File: src/rtl/issue_scheduler_pkg.sv
// Shared core definitions: functional-unit classes, the FU population and
// the per-index FU type map used by the issue stage.
package sys_defs;

  typedef enum logic [1:0] {
    FU_ALU  = 2'd0,
    FU_MULT = 2'd1,
    FU_LS   = 2'd2,
    FU_BR   = 2'd3
  } FU_TYPE;

  localparam int NUM_FU   = 5;
  localparam int MULT_LAT = 4;

  // Two bits per FU index, index 0 in the low bits: 0,1 ALU; 2 MULT; 3 LS; 4 BR.
  localparam logic [2*NUM_FU-1:0] FU_TYPE_MAP = {FU_BR, FU_LS, FU_MULT, FU_ALU, FU_ALU};

  function automatic FU_TYPE fu_type_of(input int f);
    return FU_TYPE'(FU_TYPE_MAP[2*f +: 2]);
  endfunction

endpackage

File: src/rtl/issue_scheduler_if.sv
// Reservation-station / issue-stage handshake bundle for the issue scheduler.
// master = RS/pipeline side driving requests, slave = the scheduler.
interface issue_scheduler_if #(
  parameter int RS_SIZE = 8,
  parameter int NUM_FU  = 5
);
  localparam int IW = $clog2(RS_SIZE);
  localparam int FW = $clog2(NUM_FU);

  logic [RS_SIZE-1:0]      rs_ready;
  logic [RS_SIZE-1:0][1:0] rs_fu_type;
  logic                    stall;
  logic                    squash;
  logic [NUM_FU-1:0]       fu_done;
  logic                    issue_valid;
  logic [IW-1:0]           issue_rs_idx;
  logic [FW-1:0]           issue_fu_index;
  logic [RS_SIZE-1:0]      rs_clear;
  logic [NUM_FU-1:0]       fu_busy;

  modport master (
    output rs_ready, rs_fu_type, stall, squash, fu_done,
    input  issue_valid, issue_rs_idx, issue_fu_index, rs_clear, fu_busy
  );

  modport slave (
    input  rs_ready, rs_fu_type, stall, squash, fu_done,
    output issue_valid, issue_rs_idx, issue_fu_index, rs_clear, fu_busy
  );
endinterface

File: src/rtl/issue_scheduler_rr_select.sv
// Round-robin picker: scans the request vector starting at ptr, wrapping
// from N-1 to 0, and grants the first request found. N must be a power of
// two so the scan index wraps by truncation.
module rr_select #(
  parameter int N = 8,
  localparam int IW = $clog2(N)
) (
  input  logic [N-1:0]  req,
  input  logic [IW-1:0] ptr,
  output logic [N-1:0]  grant,
  output logic [IW-1:0] idx,
  output logic          valid
);

  // First requester at or after ptr in circular order
  always_comb begin : pick
    logic [IW-1:0] j;
    grant = '0;
    idx   = '0;
    valid = 1'b0;
    j     = '0;
    for (int k = 0; k < N; k++) begin
      j = ptr + IW'(k);
      if (!valid && req[j]) begin
        valid    = 1'b1;
        idx      = j;
        grant[j] = 1'b1;
      end
    end
  end

endmodule

File: src/rtl/issue_scheduler.sv
// Single-issue select and FU allocation. Picks one ready RS entry per cycle
// (round-robin) whose FU class has a free unit, binds it to the lowest free
// unit of that class and frees the RS entry. Tracks MULT occupancy with a
// down-counter and LS occupancy with a busy bit released by fu_done.
module issue_scheduler #(
  parameter int RS_SIZE  = 8,
  parameter int NUM_FU   = sys_defs::NUM_FU,
  parameter int MULT_LAT = sys_defs::MULT_LAT
) (
  input  logic            clock,
  input  logic            reset,
  issue_scheduler_if.slave bus
);
  import sys_defs::*;

  localparam int IW = $clog2(RS_SIZE);
  localparam int FW = $clog2(NUM_FU);
  localparam int CW = $clog2(MULT_LAT + 1);

  logic [IW-1:0]      rr_ptr;
  logic [NUM_FU-1:0]  busy;
  logic [NUM_FU-1:0]  ls_busy;
  logic [CW-1:0]      mult_cnt [NUM_FU];
  logic [3:0]         type_free;
  logic [RS_SIZE-1:0] cand;
  logic [RS_SIZE-1:0] grant;
  logic [IW-1:0]      sel_idx;
  logic               sel_vld;
  logic [FW-1:0]      bind_fu;
  logic               bind_ok;
  logic               issue;

  // Occupancy seen by select comes only from registered state
  always_comb begin
    busy = '0;
    for (int f = 0; f < NUM_FU; f++)
      busy[f] = ls_busy[f] | (mult_cnt[f] != '0);
  end

  // Which FU classes have at least one free unit this cycle
  always_comb begin
    type_free = '0;
    for (int f = 0; f < NUM_FU; f++)
      if (!busy[f]) type_free[fu_type_of(f)] = 1'b1;
  end

  // An entry is a candidate only if its class can accept it now
  always_comb begin
    cand = '0;
    for (int i = 0; i < RS_SIZE; i++)
      cand[i] = bus.rs_ready[i] & type_free[bus.rs_fu_type[i]];
  end

  rr_select #(.N(RS_SIZE)) u_rr_select (
    .req   (cand),
    .ptr   (rr_ptr),
    .grant (grant),
    .idx   (sel_idx),
    .valid (sel_vld)
  );

  // Bind the selected entry to the lowest-index free unit of its class
  always_comb begin
    bind_fu = '0;
    bind_ok = 1'b0;
    for (int f = 0; f < NUM_FU; f++) begin
      if (!bind_ok && !busy[f] && fu_type_of(f) == FU_TYPE'(bus.rs_fu_type[sel_idx])) begin
        bind_ok = 1'b1;
        bind_fu = FW'(f);
      end
    end
  end

  assign issue = sel_vld & bind_ok & ~bus.stall & ~bus.squash & ~reset;

  assign bus.issue_valid    = issue;
  assign bus.issue_rs_idx   = issue ? sel_idx : '0;
  assign bus.issue_fu_index = issue ? bind_fu : '0;
  assign bus.rs_clear       = issue ? grant   : '0;
  assign bus.fu_busy        = busy;

  // Round-robin pointer moves just past the entry that issued
  always_ff @(posedge clock or posedge reset) begin
    if (reset)      rr_ptr <= '0;
    else if (issue) rr_ptr <= sel_idx + IW'(1);
  end

  // MULT down-counters and LS busy bits; squash drops all in-flight occupancy
  always_ff @(posedge clock or posedge reset) begin
    if (reset) begin
      ls_busy <= '0;
      for (int f = 0; f < NUM_FU; f++) mult_cnt[f] <= '0;
    end else begin
      for (int f = 0; f < NUM_FU; f++) begin
        if (fu_type_of(f) == FU_MULT) begin
          if (bus.squash)                          mult_cnt[f] <= '0;
          else if (issue && bind_fu == FW'(f))     mult_cnt[f] <= CW'(MULT_LAT - 1);
          else if (mult_cnt[f] != '0)              mult_cnt[f] <= mult_cnt[f] - CW'(1);
        end else begin
          mult_cnt[f] <= '0;
        end
        if (fu_type_of(f) == FU_LS) begin
          if (bus.squash)                          ls_busy[f] <= 1'b0;
          else if (issue && bind_fu == FW'(f))     ls_busy[f] <= 1'b1;
          else if (bus.fu_done[f])                 ls_busy[f] <= 1'b0;
        end else begin
          ls_busy[f] <= 1'b0;
        end
      end
    end
  end

endmodule
File: src/flat_wrapper.sv
// flat-port wrapper written by rule: the top's interface ports become plain ports
module issue_scheduler_flat import sys_defs::*;
#(
  parameter int RS_SIZE  = 8,
  parameter int NUM_FU   = sys_defs::NUM_FU,
  parameter int MULT_LAT = sys_defs::MULT_LAT
)
  (clock, reset, bus_rs_ready, bus_rs_fu_type, bus_stall, bus_squash, bus_fu_done, bus_issue_valid, bus_issue_rs_idx, bus_issue_fu_index, bus_rs_clear, bus_fu_busy);
  issue_scheduler_if #(.RS_SIZE(RS_SIZE), .NUM_FU(NUM_FU)) bus_i ();
  input  logic clock;
  input  logic reset;
  input wire logic [$bits(bus_i.rs_ready)-1:0] bus_rs_ready;
  input wire logic [$bits(bus_i.rs_fu_type)-1:0] bus_rs_fu_type;
  input wire logic [$bits(bus_i.stall)-1:0] bus_stall;
  input wire logic [$bits(bus_i.squash)-1:0] bus_squash;
  input wire logic [$bits(bus_i.fu_done)-1:0] bus_fu_done;
  output wire logic [$bits(bus_i.issue_valid)-1:0] bus_issue_valid;
  output wire logic [$bits(bus_i.issue_rs_idx)-1:0] bus_issue_rs_idx;
  output wire logic [$bits(bus_i.issue_fu_index)-1:0] bus_issue_fu_index;
  output wire logic [$bits(bus_i.rs_clear)-1:0] bus_rs_clear;
  output wire logic [$bits(bus_i.fu_busy)-1:0] bus_fu_busy;
  assign bus_i.rs_ready = bus_rs_ready;
  assign bus_i.rs_fu_type = bus_rs_fu_type;
  assign bus_i.stall = bus_stall;
  assign bus_i.squash = bus_squash;
  assign bus_i.fu_done = bus_fu_done;
  assign bus_issue_valid = bus_i.issue_valid;
  assign bus_issue_rs_idx = bus_i.issue_rs_idx;
  assign bus_issue_fu_index = bus_i.issue_fu_index;
  assign bus_rs_clear = bus_i.rs_clear;
  assign bus_fu_busy = bus_i.fu_busy;
  issue_scheduler #(.RS_SIZE(RS_SIZE), .NUM_FU(NUM_FU), .MULT_LAT(MULT_LAT)) u_core (.clock(clock), .reset(reset), .bus(bus_i));
endmodule
File: config.mk
export PLATFORM = sky130hd
export DESIGN_NAME = issue_scheduler_flat
export DESIGN_NICKNAME = d
export VERILOG_FILES = /design/src/rtl/issue_scheduler_pkg.sv /design/src/rtl/issue_scheduler_if.sv /design/src/rtl/issue_scheduler_rr_select.sv /design/src/rtl/issue_scheduler.sv /design/src/flat_wrapper.sv
export SDC_FILE = /design/constraint.sdc
export NUM_CORES = 1
export LEC_CHECK = 0
export ABC_AREA = 1
export ABC_CLOCK_PERIOD_IN_PS = 4700
export BUFFER_PORTS_ARGS = -buffer_cell sky130_fd_sc_hd__buf_4
export CAP_MARGIN = 20
export CORE_ASPECT_RATIO = 1.25
export CORE_UTILIZATION = 57
export DETAILED_ROUTE_END_ITERATION = 7
export PLACE_DENSITY = 0.85
export RECOVER_POWER = 25
export SYNTH_ARGS = -nofsm -noshare
export SYNTH_HDL_FRONTEND = slang
export SYNTH_HIERARCHICAL = 1
export SYNTH_SLANG_ARGS = --single-unit
File: constraint.sdc
create_clock -name clock -period 4.7 [get_ports clock]
set_input_delay 0.705 -clock clock [delete_from_list [all_inputs] [get_ports clock]]
set_output_delay 0.705 -clock clock [all_outputs]
set_load 0.005 [all_outputs]
==> metrics, run 1 <==
Exit stage 5_1_grt; xor-xnor portion of the synthesized cell area 0.00692; Mean Syn Cell Area 5.40 um2; largest family of logic cells by synthesized area simple AND/OR/NAND/NOR gates; multiplexer share of the synthesized area 0; synthesized cell area 0.00253 mm2; GRT Total Usage 0.703; io pins 53; Synth Flop Type dfrtp_1; Async SR Flop Fraction 1.00; largest net degree at the start of global routing 25; Seq/Total Area, Yosys 0.0692; EDFF count, synth 0; worst_ep kind top-level output; DPL Wire Length 6170 um; synth unique cells 33; Synth Warn # 6; Port Buffer Count 45; number of synthesized register bits 7; compound-gate portion of the synthesized area 0.0420; Post-Synth Adder-Cell Area 0.0445; hold buffers post-CTS 0; RePlAce Congestion 0.939; GRT worst endpoint bus_issue_fu_index[2]; Sink Count 7; simple logic cell fraction of the synthesized area 0.661; status did not finish; Starting Density 0.608; Gate Count Post-Synth 469; total global routing overflow 28; die width 61.6 um; Run Error [ERROR GRT-0232] Routing congestion too high. Check the congestion heatmap in the GUI.; std cell rows 26; Die Height 76.5 um; H-tree depth 1; CTS root buffer clkbuf_8; clock buffer depth 2; CTS Buf Count 3
routing by layer:
layer | GRT overflow | track usage
met1 | 0 | 0.729
met2 | 14 | 0.876
met3 | 0 | 0.475
met4 | 14 | 0.689
met5 | 0 | 0.117
Yosys cell counts (5+ instances only):
master    count  area, um2
nand2_1     115        432
nand3_1     101        505
inv_1        56        210
nor2_1       41        154
nor3_1       29        145
nand3_2      13        130
nand4_1      11       68.8
nor2_2       11       68.8
ha_1          9        113
inv_2         9       33.8
a31oi_1       8       50.1
buf_2         7       35.0
clkbuf_1      7       26.3
dfrtp_1       7        175
nand2_2       7       43.8
buf_6         6       67.6
nor2_4        5       56.3
through the flow:
stage / std cells / area (um2) / worst slack (ns) / utilization
after detailed placement: 563 / 2890 / -0.0554 / 0.695
after floorplan: 471 / 2540 / 0.476 / -
after global placement: 563 / 2890 / 0.0270 / 0.695
after CTS: 571 / 3060 / 0.0270 / 0.736
repair_timing:
item | 4_1_cts
gates resized for setup | 19
cloned | 1
setup buffers | 3
hold endpoints to repair | 0
endpoints found under the setup margin | 15
pin swaps | 1
cell families after synthesis:
group | Yosys count
AO/OA/AOI/OAI | 16
XOR/XNOR | 2
adder cells (fa/ha/maj) | 9
buffers and inverters | 95
flip-flops | 7
other | 1
AND/OR/NAND/NOR | 339
==> inputs of run 2 (changes only) <==
Settings changed: CORE_ASPECT_RATIO 1.25 to not set, CORE_UTILIZATION 57 to 40, PLACE_DENSITY 0.85 to not set, PLACE_DENSITY_LB_ADDON set to 0.15.
==> metrics, run 2 <==
initial antenna violation count 0; hold buffers post-CTS 0 (unchanged); Starting Density 0.420 (-0.188); routed wire length 8740 um; crit share post-route 0.996; drt pass-1 iters 5; Worst R2R Path Depth 33; Async SR Flop Fraction 1.00 (unchanged); final instance area 0.00368 mm2; die area 0.00665 mm2; biggest area consumer among synthesized cells nand3_1; FMAX 214 MHz; Synth Flop Type dfrtp_1; number of global-route vias before repair 2,992; Critical Path RT 3.99 ns; die width 81.6 um (+32%); Synth top area share 0.200 (unchanged); synthesis-to-finish area growth 45.4%; io pins 53 (unchanged); RePlAce Congestion 0.890 (-5.2%); RSZ-0062 raised after global routing yes; fin. max-slew vios 0; Worst Path Arrival 3.98 ns; number of synthesized register bits 7 (unchanged); most common cell in the netlist nand2_1; HP Class in2async; CP Capture Type output pin; most common cell after layout, fill and taps aside nand2_1; nets@finish 576; Vias 3,352; antenna cells 0; H-tree depth 1 (unchanged); Sink Count 7 (unchanged); CTS Buf Count 3 (unchanged); CTS root buffer clkbuf_8; Largest regs u_core/mult_cnt: 3 flops, u_core/rr_ptr: 3 flops, u_core/ls_busy: 1 flops; post-place instance area 0.00297 mm2 (+2.6%); endpoints failing setup 0; Antenna Nets Post-Route 0; r2r endpoint u_core/rr_ptr[2]; Port Buffer Count 45 (unchanged); via/cell ratio 5.51; crit path capture bus_rs_clear[3]; DPL Wire Length 6130 um (-0.64%); layout cells sized above 1 0.377; status complete, no violations; Die Height 81.6 um (+6.6%); clock buffer depth 2 (unchanged); EDFF count, synth 0 (unchanged); critical path type reg2out; leading cell types in the layout, fill and taps excluded 89 x nand2_1, 84 x nand3_1, 71 x buf_4, 51 x inv_1, 37 x nor2_1; Min Hold Slack 0.426 ns; crit path time final 4.68 ns; worst-skew pair later-pin latency 0.23 ns; CP Launch Type register; GRT Total Usage 0.251; DRC viols 0; total global routing overflow 0; std cell rows 28 (+7.7%); Area contributors post-synth nand3_1 20%, nand2_1 17%, inv_1 8.3%; critical path's slowest cell dfrtp_1; clock skew 0.000263 ns; max-cap violations 0; Cell Count, Final, Fillers Out 608; reg2reg start u_core/mult_cnt[6]; Detailed Route Iter0 Violations 324; CTS clk-pin slew, worst paths 0.04 ns; synthesized cell area 0.00253 mm2 (unchanged); DR WL/cell 14.4 um; synth unique cells 33 (unchanged); Seq/Total Area, Yosys 0.0692 (unchanged); top cells by count, synth 115 x nand2_1, 101 x nand3_1, 56 x inv_1, 41 x nor2_1, 29 x nor3_1; Slew HR 0.321; Worst-Margin Slew 1.01 ns; Worst Setup SP u_core/mult_cnt[6]; CP max stage delay 0.39 ns; final hold vios 0; Gate Count Post-Synth 469 (unchanged); Placeable Area 0.00603 mm2; first-pass GRT wire length 13,300 um; most frequent cell on the critical path nand2_2; CP Max Fanout 10; Placed Cells 587 (+4.3%); fill count 561; CTS tree yes; Worst R2R Setup Slack 0.76 ns; largest net degree at the start of global routing 25; Mean Syn Cell Area 5.40 um2 (unchanged); Synth Warn # 6 (unchanged)
==> run 2: per-stage QoR <==
step	TNS (ns)	util	setup WS, ns
finish	0	0.611	0.0176
global route	-1.59	0.611	-0.163
CTS	0	0.516	0.00218
detailed placement	-0.120	0.493	-0.0213
global placement	0	0.493	0.0437
floorplan	0	-	0.476
==> run 2: cells by family (layout without fill, tap and decap cells) <==
logic type	after synthesis	after routing	share of synthesized area
buf+inv	95	156	0.175
fa+ha+maj	9	9	0.0445
flops	7	7	0.0692
compound gates	16	16	0.0420
simple gates	339	340	0.661
other cells	1	3	0.00148
xor+xnor	2	2	0.00692
==> run 2: routing by layer <==
layer	vias to the layer above	global-route usage	wire length, um
met5	-	0	0
met4	0	0.0596	92
met3	14	0.0178	479
met2	152	0.464	4500
met1	1528	0.312	3670
li1	1658	-	-
==> run 2: worst min path at each step <==
stage / startpoint / to / slack [ns] / depth (start not counted)
6_report: reset / u_core/mult_cnt[6] / 0.43 / 2
5_1_grt: reset / u_core/rr_ptr[2] / 0.45 / 2
4_1_cts: reset / u_core/mult_cnt[6] / 0.43 / 2
3_5_place_dp: u_core/mult_cnt[7] / u_core/mult_cnt[7] / 0.48 / 2
3_3_place_gp: u_core/mult_cnt[7] / u_core/mult_cnt[7] / 0.47 / 2
2_1_floorplan: u_core/mult_cnt[7] / u_core/mult_cnt[7] / 0.45 / 2
==> run 2: layout make-up <==
| cell class | instances | area, um2 | share of cell area |
|---|---|---|---|
| clock buffers | 4 | 45.0 | 0.0122 |
| inverters | 70 | 289 | 0.0785 |
| multi-input cells | 370 | 2400 | 0.652 |
| flip-flops and latches | 7 | 175 | 0.0476 |
| well taps | 75 | 93.8 | 0.0255 |
| repair buffers | 80 | 661 | 0.179 |
| repair inverters | 2 | 17.5 | 0.00476 |
==> run 2: repair_timing <==
action,CTS,global route
gates cloned,1,4
endpoints found under the setup margin,15,15
gates resized for setup,18,100
setup buffers,1,11
pin swaps,1,29
==> run 2: worst max-delay path: cells and delay by family, from the launching register on <==
kind / cells / cell delay (ns)
adder cells (fa/ha/maj): 1 / 0.12
AO/OA/AOI/OAI: 1 / 0.27
AND/OR/NAND/NOR: 21 / 1.92
buffers and inverters: 9 / 1.01
flip-flops: 1 / 0.39
Power of run 2 is not shown: default switching activity piles up to over one toggle a cycle in this logic, so the estimate is an artifact.
==> inputs of run 3 (changes only) <==
Settings changed: ABC_CLOCK_PERIOD_IN_PS 4700 to 5700, SYNTH_HIERARCHICAL 1 to not set.
Clock period 4.7 ns to 5.7 ns, I/O delays scaled along.
==> metrics, run 3 <==
drt pass-1 iters 4 (-1); Critical Path RT 4.85 ns (+0.86 ns); H-tree depth 1 (unchanged); Multi-input gate area 0.00184 mm2 (-24%); CP Max Fanout 10 (unchanged); Antenna Nets Post-Route 0 (unchanged); Synth Warn # 0 (-6); setup_tns 0 ns (unchanged); number of global-route vias before repair 2,624 (-12%); Sink Count 7 (unchanged); most common cell in the netlist nand2_1; Sequential Area 175 um2 (unchanged); Routed met1 length 3480 um (-5.0%); synthesized cell area 0.00232 mm2 (-8.3%); CP Capture Type output pin; worst-skew pair later-pin latency 0.23 ns (about the same); Starting Density 0.419 (-0.00112); top cells by count, synth 88 x nand2_1, 68 x nand3_1, 53 x inv_1, 40 x nor2_1, 16 x a21oi_1; CP max stage delay 0.57 ns (+0.18 ns); Met3 Wirelength 488 um (+1.9%); pre-CTS WS 1.26 ns (+1.28 ns); first-pass GRT wire length 12,400 um (-6.9%); Seq/Total Area, Yosys 0.0754 (+0.00626); Worst Setup SP u_core.rr_ptr[1]; most frequent cell on the critical path nand2_1; most common cell after layout, fill and taps aside nand2_1; biggest area consumer among synthesized cells nand3_1; hold buffers post-CTS 0 (unchanged); Detailed Route Iter0 Violations 230 (-29%); Worst R2R Setup Slack 2.21 ns (+1.45 ns); crit path time final 4.56 ns; Worst-Margin Slew 0.749 ns (-0.261 ns); die area 0.00611 mm2 (-8.1%); reg2reg start u_core.rr_ptr[1]; critical path's slowest cell dfrtp_1; Top delay family on crit path simple AND/OR/NAND/NOR gates; nets@finish 486 (-16%); CTS Buf Count 3 (unchanged); Placeable Area 0.00554 mm2 (-8.1%); clock skew 0.00331 ns (+0.00305 ns); number of synthesized register bits 7 (unchanged); worst-path cell chain clkinv_1, ha_1, inv_1, nand3_1, nand3_1, nand2_4, nor2_8, nand4_2, clkinv_1, nand2_1, nand2_1, nand2_1, nand2_1, nand2_1, nand2_1, nand3_1, nand2_1, inv_1, nand3_1, nand2_1, buf_4; io pins 53 (unchanged); total global routing overflow 0 (unchanged); Min Hold Slack 0.581 ns (+0.155 ns); largest net degree at the start of global routing 30 (+20%); Area contributors post-synth nand3_1 15%, nand2_1 14%, inv_1 8.6%; die width 78.2 um (-4.1%); antenna cells 0 (unchanged); max-cap violations 0 (unchanged); CTS tree yes; endpoints failing setup 0 (unchanged); Vias 2,870 (-14%); crit share post-route 0.801; HP Class in2async; fill count 612 (+9.1%); initial antenna violation count 0 (unchanged); DPL Wire Length 5710 um (-6.8%); layout cells sized above 1 0.212 (-0.165); routed wire length 7420 um (-15%); CTS clk-pin slew, worst paths 0.04 ns (about the same); CTS root buffer clkbuf_8; Slew HR 0.497 (+0.176); via/cell ratio 5.57 (+1.1%); EDFF count, synth 0 (unchanged); GRT Total Usage 0.251 (about the same); final hold vios 0 (unchanged); FMAX 219 MHz; Synth Flop Type dfrtp_1; Setup WS post-layout 1.14 ns (+1.12 ns); DR WL/cell 14.4 um (+0.19%); critical path type reg2out; Die Height 78.2 um (-4.1%); WP buf/inv 5 (-4); DR top layer met4; RePlAce Congestion 0.870 (-2.2%); synth unique cells 44 (+33%); Synth top area share 0.147 (-0.0531); std cell rows 27 (-3.6%); PostCTS Resize Cnt 0 (-18); DRC viols 0 (unchanged); synthesis-to-finish area growth 18.6%; Largest regs u_core.mult_cnt: 3 flops, u_core.rr_ptr: 3 flops, u_core.ls_busy: 1 flops; Mean Syn Cell Area 5.81 um2 (+7.5%); Post-CTS Setup Inserts 0 (-1); RSZ-0062 raised after global routing no; Async SR Flop Fraction 1.00 (unchanged); WL met2 3390 um (-25%); Worst Path Arrival 3.71 ns (-0.27 ns); leading cell types in the layout, fill and taps excluded 88 x nand2_1, 68 x nand3_1, 53 x inv_1, 49 x buf_4, 40 x nor2_1; clock buffer depth 2 (unchanged); Port Buffer Count 45 (unchanged); CP Launch Type register; fin. max-slew vios 0 (unchanged); status complete, no violations; Gate Count Post-Synth 400 (-15%)
[run 3: changes by cell type after synthesis, moves of 4 or more]
| cell | previous run | this run |
|---|---|---|
| nand3_1 | 101 | 68 |
| nand2_1 | 115 | 88 |
| a21oi_1 | 1 | 16 |
| nor3_1 | 29 | 15 |
| o221ai_1 | 0 | 10 |
| o21ai_0 | 3 | 12 |
| a31oi_1 | 8 | 0 |
| nor2_2 | 11 | 3 |
| buf_6 | 6 | 0 |
| clkbuf_1 | 7 | 2 |
| inv_2 | 9 | 5 |
| nand4_1 | 11 | 7 |
[run 3: metrics by stage]
step | instances | instance area (um2) | utilization
floorplan | 402 | 2330 | -
global placement | 511 | 2710 | 0.490
detailed placement | 511 | 2710 | 0.490
CTS | 515 | 2760 | 0.498
global route | 515 | 2750 | 0.497
finish | 515 | 2750 | 0.497
[run 3: per-layer routing]
layer | vias up | track usage
met5 | - | 0
met4 | 0 | 0.0630
met3 | 8 | 0.0209
met2 | 119 | 0.404
met1 | 1311 | 0.357
li1 | 1432 | -
[run 3: worst register-to-register path, cell delays in order (launching register included)]
cell and delay, ns:
dfrtp_1 0.57, clkinv_1 0.15, ha_1 0.39, inv_1 0.19, nand3_1 0.15, nand3_1 0.14
nand2_4 0.08, nor2_8 0.17, nand4_2 0.30, clkinv_1 0.18, nand2_1 0.08, nand2_1 0.08
nand2_1 0.05, nand2_1 0.07, nand2_1 0.05, nand2_1 0.18, nand3_1 0.14, nand2_1 0.13
nand4_2 0.14, a21oi_1 0.17
[run 3: cell type report]
class / instances / area share
flip-flops and latches: 7 / 0.0636
repair buffers: 50 / 0.135
well taps: 72 / 0.0327
clock buffers: 4 / 0.0164
multi-input cells: 320 / 0.667
inverters: 62 / 0.0854
[run 3: logic make-up after synthesis]
kind of cell	after synthesis	synth area share
xor+xnor	3	0.0113
other cells	1	0.00161
compound gates	52	0.149
simple gates	253	0.578
flops	7	0.0754
fa+ha+maj	9	0.0485
buf+inv	75	0.137
[run 3: path summary, 6_finish.rpt]
path                                         end  depth (start not counted)
max                        bus_issue_fu_index[1]                         21
min                           u_core.mult_cnt[8]                          2
max reg2reg                   u_core.mult_cnt[6]                         19
min reg2reg                   u_core.mult_cnt[8]                          2
max in group asynchronous       u_core.rr_ptr[0]                          2
min in group clock            u_core.mult_cnt[8]                          2
Power of run 3 is left out for the same reason.
==> inputs of run 4 (changes only) <==
Settings changed: ABC_CLOCK_PERIOD_IN_PS 5700 to 4200.
Clock period 5.7 ns to 4.2 ns, I/O delays scaled along.
==> metrics, run 4 (same netlist as run 3, synthesis figures left out) <==
status complete, no violations; layout cells sized above 1 0.268 (+0.0556); CTS tree yes; leading cell types in the layout, fill and taps excluded 85 x nand2_1, 69 x buf_4, 66 x nand3_1, 53 x inv_1, 39 x nor2_1; drt pass-1 iters 5 (+1); io pins 53 (unchanged); nets@finish 506 (+4.1%); routed wire length 7860 um (+5.9%); CTS clk-pin slew, worst paths 0.04 ns (about the same); most common cell after layout, fill and taps aside nand2_1; Worst R2R Setup Slack 1.07 ns (-1.14 ns); Largest regs u_core.mult_cnt: 3 flops, u_core.rr_ptr: 3 flops, u_core.ls_busy: 1 flops; max-cap violations 0 (unchanged); RePlAce Congestion 0.958 (+10%); Die Height 78.2 um (unchanged); endpoints failing setup 0 (unchanged); CP Max Fanout 11 (+1); H-tree depth 1 (unchanged); first-pass GRT wire length 12,600 um (+1.3%); worst-skew pair later-pin latency 0.23 ns (about the same); hold buffers post-CTS 0 (unchanged); Critical Path RT 3.57 ns (-1.28 ns); die width 78.2 um (unchanged); DPL Wire Length 6130 um (+7.4%); DRC viols 0 (unchanged); antenna cells 0 (unchanged); Detailed Route Iter0 Violations 238 (+3.5%); total global routing overflow 0 (unchanged); Starting Density 0.419 (unchanged); Vias 2,999 (+4.5%); FMAX 251 MHz; clock buffer depth 2 (unchanged); DR WL/cell 14.7 um (+2.0%); std cell rows 27 (unchanged); Port Buffer Count 45 (unchanged); clock skew 0.00203 ns (-0.00128 ns); Worst Path Arrival 3.35 ns (-0.36 ns); number of global-route vias before repair 2,693 (+2.6%); final core occ 0.536 (+0.0391); fin. max-slew vios 0 (unchanged); Placeable Area 0.00554 mm2 (unchanged); Sink Count 7 (unchanged); largest net degree at the start of global routing 25 (-17%); CTS Buf Count 3 (unchanged); critical path type reg2out; CP Capture Type output pin; die area 0.00611 mm2 (unchanged); crit path time final 3.98 ns; CTS root buffer clkbuf_8; HP Class in2async; CP Launch Type register; via/cell ratio 5.61 (+0.59%); initial antenna violation count 0 (unchanged); Antenna Nets Post-Route 0 (unchanged); synthesis-to-finish area growth 27.9%; GRT Total Usage 0.257 (+0.00618); crit share post-route 0.947; final hold vios 0 (unchanged)
[run 4: changes by cell type in the layout (fill, tap and decap cells not counted), sizes merged]
cell      change
clkinv        -1
clkinvlp      +1
buf          +20
[run 4: path summary, 6_finish.rpt]
kind,startpoint,endpoint,depth (start not counted)
setup / recovery,u_core.mult_cnt[6],bus_issue_fu_index[1],24
hold / removal,reset,u_core.rr_ptr[2],2
setup reg to reg,u_core.mult_cnt[6],u_core.mult_cnt[6],23
hold reg to reg,u_core.mult_cnt[8],u_core.mult_cnt[8],2
max in group asynchronous,reset,u_core.ls_busy[3],2
min in group clock,bus_fu_done[3],u_core.ls_busy[3],2
[run 4: repair_timing]
item | in CTS | in global routing
gates resized for setup | 0 | 17
endpoints found under the setup margin | 0 | 4
buffers inserted | 0 | 11
[run 4: final cells by class]
class	instances	area, um2
Tap cell	72	90.1
Multi-Input combinational cell	320	1900
Timing Repair Buffer	70	522
Clock buffer	4	45.0
Fill cell	588	2570
Inverter	62	239
Sequential cell	7	178
[run 4: metrics by stage]
stage / hold slack (ns) / std cells / cell area, um2 / setup slack [ns] / TNS, ns
after floorplan: 0.433 / 402 / 2330 / 0.473 / 0
after global placement: 0.564 / 520 / 2780 / 0.236 / 0
after detailed placement: 0.576 / 520 / 2780 / 0.268 / 0
after CTS: 0.370 / 524 / 2830 / 0.0929 / 0
after global routing: 0.394 / 535 / 2970 / -0.0379 / -0.0703
final: 0.366 / 535 / 2970 / 0.222 / 0
[run 4: metal layers]
metal | vias to the layer above | share of wire | global-route usage
met5 | - | 0 | 0
met4 | 0 | 0.012 | 0.0593
met3 | 14 | 0.067 | 0.0163
met2 | 133 | 0.47 | 0.430
met1 | 1378 | 0.45 | 0.358
li1 | 1474 | - | -
[run 4: critical path: stages, from the launching register on]
cell and delay, ns:
dfrtp_1 0.36, inv_1 0.11, ha_2 0.22, nand2_4 0.12
nand3_1 0.12, nand3_1 0.13, nand3_1 0.15, nand3_2 0.12
nand2_4 0.15, nor2_8 0.07, buf_4 0.13, nand2_2 0.08
nor2_1 0.05, nor2_1 0.08, nand2_1 0.06, nor2_1 0.11
nand3_1 0.09, nor2_1 0.27, nand3_1 0.13, nand3_1 0.10
nand2_1 0.09, inv_1 0.08, nand3_1 0.11, nand2_1 0.08
buf_4 0.10
Power of run 4 is left out for the same reason.
